$ cat src/rtl/dispenser.sv
// dispenser: drains a loaded total as step-sized chunks over valid/ready.
// Optional macro DISPENSER_REMAINDER_EN also emits the final short chunk.
module dispenser (
  input  logic        clock,
  input  logic        clear,
  input  logic        load,
  input  logic        step_load,
  input  logic        start,
  input  logic [15:0] data_in,
  output logic [15:0] data_out,
  output logic        out_valid,
  input  logic        out_ready,
  output logic [15:0] balance,
  output logic        busy,
  output logic        done
);

  typedef enum logic [1:0] {
    IDLE,
    DRAIN,
    DONE
  } state_t;

  state_t      state;
  state_t      state_nx;
  logic [15:0] step;
  logic [15:0] step_nx;
  logic [15:0] balance_nx;
  logic [15:0] chunk;
  logic [15:0] rest;
  logic        emit_now;
  logic        emit_rest;

  // chunk size and what remains once it is accepted
  always_comb begin
    chunk = (balance >= step) ? step : balance;
    rest  = balance - chunk;
  end

  // whether there is something to emit now, and after an accept
  always_comb begin
`ifdef DISPENSER_REMAINDER_EN
    emit_now  = (step != 16'd0) && (balance != 16'd0);
    emit_rest = (step != 16'd0) && (rest != 16'd0);
`else
    emit_now  = (step != 16'd0) && (balance >= step);
    emit_rest = (step != 16'd0) && (rest >= step);
`endif
  end

  // state, balance and step registers with synchronous clear
  always_ff @(posedge clock) begin
    if (clear) begin
      state   <= IDLE;
      balance <= 16'd0;
      step    <= 16'd0;
    end else begin
      state   <= state_nx;
      balance <= balance_nx;
      step    <= step_nx;
    end
  end

  // next-state, register updates and handshake outputs
  always_comb begin
    state_nx   = state;
    balance_nx = balance;
    step_nx    = step;
    data_out   = 16'd0;
    out_valid  = 1'b0;
    busy       = 1'b0;
    done       = 1'b0;
    unique case (state)
      IDLE: begin
        if (load) begin
          balance_nx = data_in;
        end else if (step_load) begin
          step_nx = data_in;
        end else if (start) begin
          state_nx = emit_now ? DRAIN : DONE;
        end
      end
      DRAIN: begin
        out_valid = 1'b1;
        busy      = 1'b1;
        data_out  = chunk;
        if (out_ready) begin
          balance_nx = rest;
          state_nx   = emit_rest ? DRAIN : DONE;
        end
      end
      DONE: begin
        done     = 1'b1;
        state_nx = IDLE;
      end
      default: begin
        state_nx = IDLE;
      end
    endcase
  end

endmodule

$ cat config.mk
export PLATFORM = sky130hd
export DESIGN_NAME = dispenser
export DESIGN_NICKNAME = d
export VERILOG_FILES = /design/src/rtl/dispenser.sv
export SDC_FILE = /design/constraint.sdc
export NUM_CORES = 1
export LEC_CHECK = 0
export BUFFER_PORTS_ARGS = -buffer_cell sky130_fd_sc_hd__buf_4
export CAP_MARGIN = 30
export CORE_MARGIN = 2
export CORE_UTILIZATION = 42
export DETAILED_ROUTE_END_ITERATION = 10
export PLACE_DENSITY = 0.66
export SLEW_MARGIN = 20
export SYNTH_ARGS = -nofsm -noshare
export SYNTH_HDL_FRONTEND = slang
export SYNTH_SLANG_ARGS = --single-unit
export TNS_END_PERCENT = 5
$ cat constraint.sdc
create_clock -name clock -period 6.6 [get_ports clock]
set_clock_uncertainty 0.05 [all_clocks]
set_input_delay 1.65 -clock clock [delete_from_list [all_inputs] [get_ports clock]]
set_output_delay 1.65 -clock clock [all_outputs]
set_load 0.01 [all_outputs]
==> results by group <==
STA
  – Max-slew violations: 0
  – Final setup vio count: 0
  – Slew HR: between 50% and 60%
  – Setup_tns: 0 ns
  – Part of the cycle the worst path needs: between 80% and 90%
  – Min cycle time layout: 5.79 ns
  – Hold Fails Final Rpt: 0
  – F_max: roughly 170 MHz
  – RSZ-0062 raised after global routing: no
  – Slew @ Worst Pin: 0.664 ns

Clock network
  – CTS resizes: 0
  – CTS Buf Count: 5
  – H-tree Lvls: 2
  – Setup Buffers After CTS: 0
  – Clock-pin slew on the worst setup and hold paths: 0.08 ns
  – Post-CTS Hold Buffers: 0
  – Max clock buf depth: 2
  – Worst skew pair latency: 0.29 ns
  – CTS tree: yes
  – Root Driver: clkbuf_8
  – Clock Sinks: 34

Layout
  – Util after Layout: 51.3%
  – Area Growth Syn to Fin: 19.4%
  – Leading cell type in the layout, fill and taps excluded: nand2_1
  – FILL cells: 773
  – Layout cells sized above 1: ~17%
  – Fin nets: 527
  – Commonest cells after routing, fill and taps aside: nand2_1, buf_4, a21oi_1
  – Fin area: 3700 um2
  – # diodes: 0

Logic synthesis
  – Yosys warning count: 0
  – Cell area after synthesis: slightly above 3000 um2
  – FFs w/ async S/R, synth: 0%
  – Register area share after synthesis: between 20% and 30%
  – Syn_nets: 480
  – Top cell type's share of synthesized area: 22.0%
  – FF+latch count, synth: 34
  – Synth top area cells: dfxtp_1, ha_1, a21oi_1
  – Avg Synthesized Cell Area: around 7.5 um2
  – Synth Instances: around 410
  – Post-synth EDFFs: 0
  – Netlist cell types: 51
  – Top FF cell, synth: dfxtp_1
  – Synth area leader: dfxtp_1

Critical path
  – Crit-path cells: inv_1, ha_1, nand2b_1, a2111oi_0, o41a_1, o211ai_1, buf_4, o21ai_0, ha_1, fa_1, nor2b_1, o211ai_2, a21oi_1, a311o_1, o311a_1, nor2_1, xnor2_1, ha_1, o21a_1, o211ai_1, a21oi_1, a2111oi_0, o211ai_1, and2_1
  – Slowest cell delay on critical path: between 0.5 and 0.6 ns
  – Kind of cell adding the most delay to the critical path: compound AO/OA/AOI/OAI gates
  – CP Launch Type: register
  – R2R depth: 24
  – Crit. End Element: register
  – Critical path peak fanout: 20
  – Worst Path Buf+Inv: 2
  – Critical Path RT: 6.74 ns
  – Arr. time, crit path: 5.93 ns
  – Slowest CP cell: a2111oi_0
  – Kind of critical path: register to register
  – Path length in cells of the critical path: 24

Drt
  – Via count: 3090
  – Vias per inst: ~5.5
  – Antenna-violating nets left: 0
  – Post-route DRC: 0
  – DR iter-0 viols: roughly 170
  – Detailed Routing Iterations Pass 1: 5
  – Post-Route WL: about 9000 um
  – Drt wl/cell: 16.4 um

Hold path
  – Worst hold path type: register to register
  – Hold Crit Depth: 2

Status
  – Run status: finished, final reports clean

Die
  – IO Pins: 57
  – Die outline height: approximately 90 um
  – Die W: 89.9 um
  – Die ar.: 8080 um2
  – Row count: 31
  – Initial core utilization: a little over two fifths
  – Core Area: 7210 um2

Pwr
  – Leakage: 1.59 nW
  – Pwr dens: 355 nW/um2
  – Max VDD drop: 146 uV

GRT
  – Number of global-route vias before repair: 3020
  – Largest net degree at the start of global routing: 31
  – GR Util All Layers: 22.6%
  – Overflow after GRT: 0
  – Initial antenna violation count: 0
  – First-pass GRT wire length: 15000 um

Place
  – PortBufs: 56
  – HPWL after DPL: 6920 um
  – Placed inst area: around 3600 um2
  – GPL Wtd Cong: approximately 0.94

Flow run
  – Max Cap Viol: 0
## flip-flops by register name (all words and copies together) (netlist names)
name	count
step	16
balance	16
state	2
## per-stage QoR
stage / cells / total power, mW / worst slack (ns) / hold WS (ns)
after global routing: 558 / 1.43 / 0.463 / 0.471
final: 558 / 1.31 / 0.812 / 0.445
after global placement: 550 / 1.10 / 1.02 / 0.427
after detailed placement: 550 / 1.11 / 0.867 / 0.431
after floorplan: 411 / 0.885 / 1.54 / 0.412
after CTS: 558 / 1.31 / 0.834 / 0.442
## cell usage after synthesis, types with 2 or more instances
cell and number:
a2111oi_0 2, a211oi_1 2, a21o_1 5, a21oi_1 53, a311o_1 2, a311oi_1 5, a31oi_1 2, and2_1 4
and4_1 3, buf_2 5, buf_4 2, clkbuf_1 13, dfxtp_1 34, ha_1 46, inv_1 25, mux2i_1 14
nand2_1 63, nand2b_1 5, nand3_1 5, nand4_1 8, nor2_1 34, nor2b_1 4, nor3_1 8, nor4_1 4
o211ai_1 5, o21a_1 4, o21ai_0 15, o22ai_1 2, o31a_1 2, o41ai_1 2, xnor2_1 7, xor2_1 7
## tightest hold or removal path: cells and delay by family (launching register included)
kind            cells  cell delay, ns
flops               1            0.34
simple gates        1            0.06
compound gates      1            0.05
## logic make-up (layout without fill, tap and decap cells)
family / Yosys count / count (layout) / share of synthesized area (%)
flops: 34 / 34 / 22.0
fa+ha+maj: 47 / 47 / 19.2
buf+inv: 46 / 94 / 6.02
mux: 14 / 14 / 4.52
compound gates: 113 / 113 / 23.3
simple gates: 143 / 143 / 21.0
xor+xnor: 14 / 14 / 3.96
## cell type report
cell class	count	area (um2)	share of cell area, %
clock inverters	3	40.0	1.08
well taps	99	124	3.35
clock buffers	5	68.8	1.86
flip-flops and latches	34	681	18.4
repair buffers	60	450	12.2
inverters	26	97.6	2.64
multi-input cells	331	2240	60.5
## power breakdown
group          total (mW)  internal [mW]  switching, mW
clock               0.198          0.111         0.0862
sequential          0.259          0.227         0.0319
combinational       0.857          0.367          0.490
total                1.31          0.705          0.608
## final timing paths
check                                             start               endpoint  slack, ns
worst max register to register  balance[0]$_SDFFE_PP0P_  state[0]$_SDFFE_PP0P_       0.81
worst min register to register     step[8]$_SDFFE_PP0P_   step[8]$_SDFFE_PP0P_       0.45
worst min-delay path               step[8]$_SDFFE_PP0P_   step[8]$_SDFFE_PP0P_       0.45
worst max-delay path            balance[0]$_SDFFE_PP0P_  state[0]$_SDFFE_PP0P_       0.81
## layer usage
layer | part of all wire [%] | global-route usage [%] | vias up
li1 | - | - | 1560
met1 | 47 | 30.6 | 1428
met2 | 46 | 38.0 | 90
met3 | 5.5 | 2.85 | 12
met4 | 1.1 | 6.15 | 0
met5 | 0 | 0 | -
(Power assumes the default switching activity.)
